[src/rtl/rmap_rx_pkg.sv]
// Shared types and constants for the RMAP receive FIFO reader.
package rmap_rx_pkg;

  typedef enum logic [1:0] {IDLE, RUN, DISCARD} rx_state_t;

  localparam logic [7:0] CTRL_EOP = 8'h00;
  localparam logic [7:0] CTRL_EEP = 8'h01;

  typedef struct packed {
    logic       sop;
    logic       eop;
    logic       err;
    logic [7:0] data;
  } rx_beat_t;

  // Any control char other than EOP terminates the packet with an error.
  function automatic logic ctrl_is_error(input logic [8:0] word);
    return word[8] && ((word[7:0] == CTRL_EEP) || (word[7:0] != CTRL_EOP));
  endfunction

endpackage

[src/rtl/rmap_rx_fifo_reader_if.sv]
// Valid/ready byte stream with packet framing, from the FIFO reader to the RMAP decoder.
interface rmap_rx_fifo_reader_if;

  logic [7:0] out_data;
  logic       out_valid;
  logic       out_ready;
  logic       out_sop;
  logic       out_eop;
  logic       out_err;

  modport master (
    output out_data, out_valid, out_sop, out_eop, out_err,
    input  out_ready
  );

  modport slave (
    input  out_data, out_valid, out_sop, out_eop, out_err,
    output out_ready
  );

endinterface

[src/rtl/rmap_rx_skid2.sv]
// Two-entry skid buffer for raw FIFO words with same-cycle bypass of the arriving word,
// pop, and flush up to and including the first marker.
module rmap_rx_skid2
  import rmap_rx_pkg::*;
(
  input  logic       clk,
  input  logic       rst_n,
  input  logic       push,
  input  logic [8:0] push_data,
  input  logic       pop,
  input  logic       flush,
  output logic       head_valid,
  output logic [8:0] head_data,
  output logic [1:0] occupancy,
  output logic       flush_hit
);

  logic [8:0] mem_reg [0:1];
  logic [1:0] occ_reg;
  logic [8:0] item [0:1];
  logic [1:0] n_items;
  logic [1:0] drop;
  logic [1:0] occ_next;

  // Logical queue view: stored entries first, then the word arriving this cycle.
  generate
    for (genvar gi = 0; gi < 2; gi++) begin : g_item
      assign item[gi] = (occ_reg > 2'(gi)) ? mem_reg[gi] : push_data;
    end
  endgenerate

  assign n_items    = occ_reg + {1'b0, push};
  assign head_valid = (n_items != 2'd0);
  assign head_data  = item[0];
  assign occupancy  = occ_reg;

  always_comb begin
    drop      = {1'b0, pop};
    flush_hit = 1'b0;
    if (flush) begin
      drop = n_items;
      if (!pop && n_items != 2'd0 && item[0][8]) begin
        drop      = 2'd1;
        flush_hit = 1'b1;
      end else if (n_items == 2'd2 && item[1][8]) begin
        drop      = 2'd2;
        flush_hit = 1'b1;
      end
    end
    occ_next = n_items - drop;
  end

  always_ff @(posedge clk) begin
    if (!rst_n) begin
      occ_reg    <= 2'd0;
      mem_reg[0] <= 9'd0;
      mem_reg[1] <= 9'd0;
    end else begin
      occ_reg    <= occ_next;
      mem_reg[0] <= drop[0] ? item[1] : item[0];
      mem_reg[1] <= item[1];
    end
  end

endmodule

[src/rtl/rmap_rx_fifo_reader.sv]
// RMAP receive FIFO read sequencer: FIFO reads, skid buffering, framing, length limit, discard.
// Optional statistics counters are built when RMAP_RX_STATS_EN is defined.
module rmap_rx_fifo_reader
  import rmap_rx_pkg::*;
#(
  parameter int CNT_W       = 16,
  parameter int MAX_PKT_LEN = 1024
) (
  input  logic                 clk,
  input  logic                 rst_n,
  output logic                 fifo_rd_en,
  input  logic [8:0]           fifo_data,
  input  logic                 fifo_empty,
  input  logic                 discard_req,
  output logic [CNT_W-1:0]     pkt_len,
  output logic                 pkt_done,
  output logic                 busy,
`ifdef RMAP_RX_STATS_EN
  output logic [15:0]          stat_pkts,
  output logic [15:0]          stat_eep,
  output logic [15:0]          stat_trunc,
  output logic [15:0]          stat_disc,
`endif
  rmap_rx_fifo_reader_if.master st
);

  localparam logic [CNT_W-1:0] MAX_CNT = CNT_W'(MAX_PKT_LEN);

  rx_state_t        state_reg;
  logic [CNT_W-1:0] cnt_reg;
  logic [CNT_W-1:0] pkt_len_reg;
  logic             pkt_done_reg;
  logic             inflight_reg;

  logic       head_valid;
  logic [8:0] head_data;
  logic [1:0] occupancy;
  logic       flush_hit;
  logic       pop;
  logic       flush;
  logic       ctrl;
  logic       ovf;
  logic       xfer;
  rx_beat_t   beat;

  rmap_rx_skid2 u_skid (
    .clk       (clk),
    .rst_n     (rst_n),
    .push      (inflight_reg),
    .push_data (fifo_data),
    .pop       (pop),
    .flush     (flush),
    .head_valid(head_valid),
    .head_data (head_data),
    .occupancy (occupancy),
    .flush_hit (flush_hit)
  );

  // The in-flight word counts against capacity so the buffer can never overrun.
  assign fifo_rd_en = rst_n && !fifo_empty && ((occupancy + {1'b0, inflight_reg}) < 2'd2);

  assign ctrl = head_data[8];
  assign ovf  = (state_reg == RUN) && !ctrl && (cnt_reg == MAX_CNT);

  always_comb begin
    beat      = '0;
    beat.sop  = (state_reg == IDLE);
    beat.eop  = ctrl || ovf;
    beat.err  = ctrl_is_error(head_data) || ovf;
    beat.data = (ctrl || ovf) ? 8'h00 : head_data[7:0];
  end

  assign st.out_valid = head_valid && (state_reg != DISCARD);
  assign st.out_sop   = st.out_valid && beat.sop;
  assign st.out_eop   = st.out_valid && beat.eop;
  assign st.out_err   = st.out_valid && beat.err;
  assign st.out_data  = st.out_valid ? beat.data : 8'h00;

  assign xfer = st.out_valid && st.out_ready;
  // The synthetic truncation beat is inserted ahead of the overflowing word; DISCARD drops that word.
  assign pop   = (xfer && !ovf) || (state_reg == DISCARD && head_valid);
  assign flush = discard_req && (state_reg == RUN) && !(xfer && beat.eop);

  assign pkt_len  = pkt_len_reg;
  assign pkt_done = pkt_done_reg;
  assign busy     = (state_reg != IDLE);

  always_ff @(posedge clk) begin
    if (!rst_n) begin
      state_reg    <= IDLE;
      cnt_reg      <= '0;
      pkt_len_reg  <= '0;
      pkt_done_reg <= 1'b0;
      inflight_reg <= 1'b0;
    end else begin
      pkt_done_reg <= 1'b0;
      inflight_reg <= fifo_rd_en;
      case (state_reg)
        IDLE: begin
          if (xfer) begin
            if (ctrl) begin
              pkt_len_reg  <= '0;
              pkt_done_reg <= 1'b1;
            end else begin
              cnt_reg   <= CNT_W'(1);
              state_reg <= RUN;
            end
          end
        end
        RUN: begin
          if (xfer) begin
            if (ovf) begin
              pkt_len_reg  <= MAX_CNT;
              pkt_done_reg <= 1'b1;
              cnt_reg      <= '0;
              state_reg    <= DISCARD;
            end else if (ctrl) begin
              pkt_len_reg  <= cnt_reg;
              pkt_done_reg <= 1'b1;
              cnt_reg      <= '0;
              state_reg    <= IDLE;
            end else begin
              cnt_reg <= cnt_reg + CNT_W'(1);
            end
          end
          if (flush) begin
            cnt_reg <= '0;
            if (flush_hit) begin
              pkt_done_reg <= 1'b1;
              state_reg    <= IDLE;
            end else begin
              state_reg <= DISCARD;
            end
          end
        end
        DISCARD: begin
          if (head_valid && ctrl) begin
            pkt_done_reg <= 1'b1;
            state_reg    <= IDLE;
          end
        end
        default: state_reg <= IDLE;
      endcase
    end
  end

`ifdef RMAP_RX_STATS_EN
  logic [15:0] stat_reg [0:3];
  logic [3:0]  stat_inc;

  assign stat_inc[0] = xfer && beat.eop;
  assign stat_inc[1] = xfer && ctrl && beat.err;
  assign stat_inc[2] = xfer && ovf;
  assign stat_inc[3] = flush;

  generate
    for (genvar gi = 0; gi < 4; gi++) begin : g_stat
      always_ff @(posedge clk) begin
        if (!rst_n) begin
          stat_reg[gi] <= 16'h0000;
        end else if (stat_inc[gi] && stat_reg[gi] != 16'hFFFF) begin
          stat_reg[gi] <= stat_reg[gi] + 16'h0001;
        end
      end
    end
  endgenerate

  assign stat_pkts  = stat_reg[0];
  assign stat_eep   = stat_reg[1];
  assign stat_trunc = stat_reg[2];
  assign stat_disc  = stat_reg[3];
`endif

endmodule
[src/flat_wrapper.sv]
// flat-port wrapper written by rule: the top's interface ports become plain ports
module rmap_rx_fifo_reader_flat import rmap_rx_pkg::*;
#(
  parameter int CNT_W       = 16,
  parameter int MAX_PKT_LEN = 1024
)
  (clk, rst_n, fifo_rd_en, fifo_data, fifo_empty, discard_req, pkt_len, pkt_done, busy, st_out_data, st_out_valid, st_out_sop, st_out_eop, st_out_err, st_out_ready);
  rmap_rx_fifo_reader_if st_i ();
  input  logic clk;
  input  logic rst_n;
  output logic fifo_rd_en;
  input  logic [8:0] fifo_data;
  input  logic fifo_empty;
  input  logic discard_req;
  output logic [CNT_W-1:0] pkt_len;
  output logic pkt_done;
  output logic busy;
  output wire logic [$bits(st_i.out_data)-1:0] st_out_data;
  output wire logic [$bits(st_i.out_valid)-1:0] st_out_valid;
  output wire logic [$bits(st_i.out_sop)-1:0] st_out_sop;
  output wire logic [$bits(st_i.out_eop)-1:0] st_out_eop;
  output wire logic [$bits(st_i.out_err)-1:0] st_out_err;
  input wire logic [$bits(st_i.out_ready)-1:0] st_out_ready;
  assign st_out_data = st_i.out_data;
  assign st_out_valid = st_i.out_valid;
  assign st_out_sop = st_i.out_sop;
  assign st_out_eop = st_i.out_eop;
  assign st_out_err = st_i.out_err;
  assign st_i.out_ready = st_out_ready;
  rmap_rx_fifo_reader #(.CNT_W(CNT_W), .MAX_PKT_LEN(MAX_PKT_LEN)) u_core (.clk(clk), .rst_n(rst_n), .fifo_rd_en(fifo_rd_en), .fifo_data(fifo_data), .fifo_empty(fifo_empty), .discard_req(discard_req), .pkt_len(pkt_len), .pkt_done(pkt_done), .busy(busy), .st(st_i));
endmodule
[config.mk]
export PLATFORM = sky130hd
export DESIGN_NAME = rmap_rx_fifo_reader_flat
export DESIGN_NICKNAME = d
export VERILOG_FILES = /design/src/rtl/rmap_rx_pkg.sv /design/src/rtl/rmap_rx_fifo_reader_if.sv /design/src/rtl/rmap_rx_skid2.sv /design/src/rtl/rmap_rx_fifo_reader.sv /design/src/flat_wrapper.sv
export SDC_FILE = /design/constraint.sdc
export NUM_CORES = 1
export LEC_CHECK = 0
export CORE_UTILIZATION = 48
export DETAILED_ROUTE_END_ITERATION = 6
export GPL_TIMING_DRIVEN = 0
export HOLD_SLACK_MARGIN = 0.15
export PLACE_DENSITY = 0.78
export SKIP_CTS_REPAIR_TIMING = 1
export SLEW_MARGIN = 20
export SYNTH_ARGS = -nofsm -noshare
export SYNTH_HDL_FRONTEND = slang
export SYNTH_SLANG_ARGS = --single-unit
[constraint.sdc]
create_clock -name clk -period 2.17 [get_ports clk]
set_input_delay 0.3255 -clock clk [delete_from_list [all_inputs] [get_ports clk]]
set_output_delay 0.3255 -clock clk [all_outputs]
set_load 0.01 [all_outputs]
Yosys cells after proc, flatten, opt, wreduce, memory -nomap -nowiden. Memories as Yosys holds them, arrays and structs flattened. Cells that the tools add are included.

Add/sub/neg operators: 3. Order comparisons: 3. Equal/unequal tests: 14. Mux-type cells: 45. Bitwise operators: 2. Reductions and logical operators: 36.

Operators by type and width (count): 16-bit 2-to-1 mux (11); 16-bit case mux with 2 select lines (2); 9-bit 2-to-1 mux (5); 2-bit 2-to-1 mux (11); 1-bit logical AND (19); 16-bit by 1-bit adder with 16-bit output, second input constant (1); 16-bit by 11-bit == test with 1-bit output, second input constant (1); 8-bit 2-to-1 mux (2); 1-bit 2-to-1 mux (12); 5-bit AND reduction (2); 8-bit by 1-bit == test with 1-bit output, second input constant (1); 8-bit nonzero test (1); 2-bit by 1-bit != test with 1-bit output, second input constant (3); 2-bit != test, second input constant (3); 3-bit by 1-bit != test with 1-bit output, second input constant (2); 2-bit case mux with 3 select lines (1); 2-bit nonzero test (3); 1-bit logical NOT (5); 2-bit == test, second input constant (2); 2-bit by 1-bit greater-than comparator with 1-bit output, second input constant (2); 1-bit logical OR (4); 4-bit by 1-bit != test with 1-bit output, second input constant (1); 4-bit AND reduction (1); 1-bit case mux with 3 select lines (1); other kinds (6) (7).

Register bits after elaboration: 38. Memory bits (writable): 18. Input bits: 14. Logic and storage cells: 110. Memories: 1.

Memories: u_core.u_skid.mem_reg (depth 2, width 9, rd ports 2, clocked after Yosys merged registers in 0, write ports 2, RTL line rmap_rx_skid2.sv:18) `logic [8:0] mem_reg [0:1];`.

Longest topological paths before layout.
Depth after elaboration: 16. Gate-level depth with buffers: 13. Depth with buffers taken out: 11.

Cells and area by module. From an unflattened synthesis, not the netlist that was laid out.

Cells, all modules: 346. Area total of the unflattened synthesis: 3034.2 µm².

Modules (own cells, without submodules): rmap_rx_fifo_reader (times used 1, cells an instance 238, area each 2014.4 µm²); rmap_rx_skid2 (times used 1, cells an instance 108, area each 1019.7 µm²).

Worst setup path after synthesis. Ideal clock, no wire load.

Path kind: register -> register. Start point: register u_core.u_skid.occ_reg[1], in the netlist u_core.u_skid.occupancy[1]. End point: register u_core.u_skid.occ_reg[1], in the netlist u_core.u_skid.occupancy[1]. Library setup time: 0.128 ns. Data arrival time: 1.974 ns. Slack: 0.068 ns. Stages on the path, launching flop included: 13. Path through: dfxtp_1 > buf_6 > o21a_1 > a21o_1 > buf_2 > a31o_2 > o21ai_1 > and2_1 > buf_2 > inv_1 > ha_1 > xnor2_1 > nor2_1.

Word-level cells in the longest chain between the ends: 14. Elaborated cells between the ends (all ways): 28.

RTL lines: start: declaration (RTL line rmap_rx_skid2.sv:19) `logic [1:0] occ_reg;`; start signal: assignment (RTL line rmap_rx_skid2.sv:59) `occ_reg <= occ_next;`; 2-bit by 1-bit greater-than comparator with 1-bit output (RTL line rmap_rx_skid2.sv:28) `assign item[gi] = (occ_reg > 2'(gi)) ? mem_reg[gi] : push_data;`; 9-bit 2-to-1 mux (RTL line rmap_rx_skid2.sv:28); 1-bit logical NOT (RTL line rmap_rx_fifo_reader.sv:63) `assign ovf = (state_reg == RUN) && !ctrl && (cnt_reg == MAX_CNT);`; 1-bit logical AND (2 in series) (RTL line rmap_rx_fifo_reader.sv:63); 1-bit logical NOT (RTL line rmap_rx_fifo_reader.sv:81) `assign pop = (xfer && !ovf) || (state_reg == DISCARD && head_valid);`; 1-bit logical AND (RTL line rmap_rx_fifo_reader.sv:81); 1-bit logical OR (RTL line rmap_rx_fifo_reader.sv:81); 1-bit logical NOT (RTL line rmap_rx_skid2.sv:42) `if (!pop && n_items != 2'd0 && item[0][8]) begin`; 1-bit logical AND (2 in series) (RTL line rmap_rx_skid2.sv:42); 2-bit 2-to-1 mux (RTL line rmap_rx_skid2.sv:42); 2-bit 2-to-1 mux (RTL line rmap_rx_skid2.sv:40) `if (flush) begin`; 2-bit subtractor * (RTL line rmap_rx_skid2.sv:50) `occ_next = n_items - drop;`.

Every way passes the cells marked *; elsewhere a longest branch is shown, timed or not. A chain may end at the register's enable or synchronous reset.

Worst setup path after layout.
Start point: register u_core.cnt_reg[9]. End point: output port st_out_err.

Word-level cells in the longest chain between the ends: 4.

RTL lines: start: declaration (RTL line rmap_rx_fifo_reader.sv:30) `logic [CNT_W-1:0] cnt_reg;`; start signal: assignment (RTL line rmap_rx_fifo_reader.sv:123) `cnt_reg <= cnt_reg + CNT_W'(1);`; 16-bit by 11-bit == test with 1-bit output (RTL line rmap_rx_fifo_reader.sv:63); 1-bit logical AND (RTL line rmap_rx_fifo_reader.sv:63); 1-bit logical OR (RTL line rmap_rx_fifo_reader.sv:69) `beat.err = ctrl_is_error(head_data) || ovf;`; 1-bit logical AND (RTL line rmap_rx_fifo_reader.sv:76) `assign st.out_err = st.out_valid && beat.err;`; end: declaration (RTL line flat_wrapper.sv:22) `output wire logic [$bits(st_i.out_err)-1:0] st_out_err;`.

No other way between the ends.

==> reports/metrics.cfg <==
[run_status]
status=finished, violations left
violations=setup timing

[sta]
setup_viol=19
drv_slew=0
timing.final.hold_violations=0
fin_worst_skew_ns=0.004472
hold_ws_ns=0.4461
timing.final.ws_setup_ns=-0.2643
tightest_slew_ns=0.5331
fin_crit_ns=2.434
fin_crit_sh_pct=112.2
max_freq_ghz=0.4108
rsz0062_at_grt=yes
slew_headroom_pct=64.46

[global_routing]
grt_pass1_vias=2558
grt-ovfl-total=0
grt_pass1_wl_mm=11.89
grt_use_total_pct=24.52
grt_max_degree=18
antenna_found_initial=0

[layout]
drive_gt1_share_pct=22.22
final_cell_area_um2=3655
nets=413
syn_to_final_growth_pct=34.11
antenna_cells=0
fill_cells=445
largest_reg_flops=18

[placement]
io_buffers=42
place_hpwl_mm=5.047
place.gp.congestion=0.8621
dpl_cell_area_um2=3236

[routing]
via_per_inst=5.737
wl_per_cell_um=16.29
drt_iter0_markers=201
dr.pass1.iters=5
antenna_left=0
dr_total_vias=2685
drt_wl_total_mm=7.622
drc_errors=0

[min_path]
hp-class=input port to flop
min_path_cells=3

[setup_path]
reg2reg_slack_ns=-0.19
path_class=flop to output port
cp-end-kind=output port
cp.required_ns=1.84
reg2reg_depth=14
critical_path.max_fanout=7
cp-start-kind=flop
worstPathArrival_ns=2.11

[logic_synthesis]
synth_top_family_by_area=simple AND/OR/NAND/NOR gates
postSynthAreaPerCell_um2=8.184
yosysWarnings=0
synth_cell_types=50
synth_fa_ha_area_share_pct=1.837
synthMuxAreaShare_pct=6.244
synth_xor_area_share_pct=3.857
synth_edf_count=0
synth_nets=351
netlist_instances=333
async_reset_ff_share_pct=0
synth_compound_area_share_pct=16.76
ys_ff_latch=56
ys_seq_area_share_pct=41.14
synth-main-ff-cell=dfxtp_1
synthSimpleGateAreaFrac_pct=24.75
netlist_area_um2=2725

[clock_network]
cts_tree=done
cts_made_buffers=5
cts_buffer_depth=2
h-tree-depth=2
cts-root-buf=clkbuf_8
clk_pin_slew_ns=0.10
clk_latency_ns=0.31
cts.sinks=56

[power]
ir_drop_uv=645.5
powerDensity_nw_per_um2=988.8
finalPower_uw=3614
p_leak_uw=0.001442

[die]
start_util_pct=49.79
dieArea_um2=5982
die_x_um=77.35
pin_count=45
rows=27
dieHeight_um=77.35
core-area_um2=5473

[job]
max_cap_viol_count=0

through the flow:
stage	util [%]	setup slack [ns]	setup TNS (ns)	std cells
finish	66.78	-0.2643	-2.478	468
global route	66.78	-0.3824	-5.288	468
CTS	61.16	-0.9026	-14.06	455
detailed placement	59.12	-0.5293	-10.05	447
global placement	59.12	-0.5173	-8.801	447
floorplan	-	0.06821	0	333
worst paths after layout:
check,start,to
max,u_core.cnt_reg[9],st_out_err
max reg2reg,u_core.cnt_reg[9],u_core.u_skid.occupancy[1]
min reg2reg,u_core.pkt_len[3],u_core.pkt_len[3]
min,rst_n,u_core.cnt_reg[13]
placed cells by master, fill, tap and decap left out, drive strengths merged, types with 3 or more instances in the layout:
master / n
xnor2: 9
clkdlybuf4s50: 28
nand2: 32
o21ai: 24
nor4: 4
clkbuf: 22
xor2: 3
nor3: 13
buf: 29
nand4: 6
mux2i: 17
nor2: 43
inv: 10
ha: 4
or3: 5
nand3: 24
nand2b: 3
dlymetal6s2s: 5
a21oi: 20
dfxtp: 56
o32ai: 8
critical path, cell delays in order, from the launching register on:
cell and delay, ns:
dfxtp_1 0.31, buf_2 0.16, nor4b_2 0.26, and4_1 0.24
buf_6 0.13, a21oi_4 0.06, a2bb2oi_2 0.14, nor2_2 0.13
buf_4 0.13, o21a_1 0.11, buf_2 0.12
cell usage after synthesis, types with 2 or more instances:
library cell | n | share of area (%)
nor4b_1 | 2 | 0.64
inv_1 | 8 | 1.1
nor2_1 | 42 | 5.8
buf_2 | 12 | 2.2
or3_1 | 4 | 0.92
o21a_1 | 2 | 0.55
nor2b_1 | 2 | 0.46
dfxtp_1 | 56 | 41
nand4_1 | 6 | 1.4
nor3_1 | 12 | 2.2
a21oi_1 | 19 | 3.5
xnor2_1 | 9 | 2.9
a21o_1 | 2 | 0.55
mux2i_1 | 17 | 6.2
a31oi_1 | 2 | 0.46
a211oi_1 | 2 | 0.55
o21ai_0 | 22 | 4.0
and4_1 | 2 | 0.64
o32ai_1 | 8 | 2.6
nor4_1 | 4 | 0.92
clkbuf_1 | 7 | 0.96
nand3_1 | 24 | 4.4
xor2_1 | 3 | 0.96
nand2_1 | 32 | 4.4
and2_1 | 2 | 0.46
ha_1 | 4 | 1.8
nand2b_1 | 3 | 0.69
a311oi_1 | 2 | 0.64
o21ai_1 | 2 | 0.37
layer usage:
layer | wire [um] | part of all wire (%) | track usage [%] | vias up
met4 | 168 | 2.2 | 10.38 | 0
met2 | 3747 | 49 | 40.97 | 92
met1 | 3241 | 43 | 30.64 | 1269
met5 | 0 | 0 | 0 | -
met3 | 465 | 6.1 | 4.824 | 19
li1 | - | - | - | 1305
cell type report:
type,count,area [um^2],share of cell area (%)
Tap cell,72,90.09,2.465
Clock inverter,2,38.79,1.061
Clock buffer,6,72.57,1.986
Sequential cell,56,1135,31.05
Inverter,9,38.79,1.061
Multi-Input combinational cell,245,1629,44.57
Timing Repair Buffer,57,519.2,14.21
Buffer,21,131.4,3.595
logic make-up after synthesis:
logic type | count (synthesis)
xor gates and xnor gates | 12
and+or+nand+nor | 141
adders and majority gates | 4
muxes | 17
buffers and inverters | 32
AOI/OAI and AO/OA | 71
DFF | 56
power breakdown:
| group | internal [uW] | switching [uW] | total (uW) |
|---|---|---|---|
| clock | 350 | 364 | 714 |
| sequential | 1170 | 76.2 | 1250 |
| combinational | 729 | 922 | 1650 |
| total | 2250 | 1360 | 3610 |
Power figures use the tool's default switching activity.
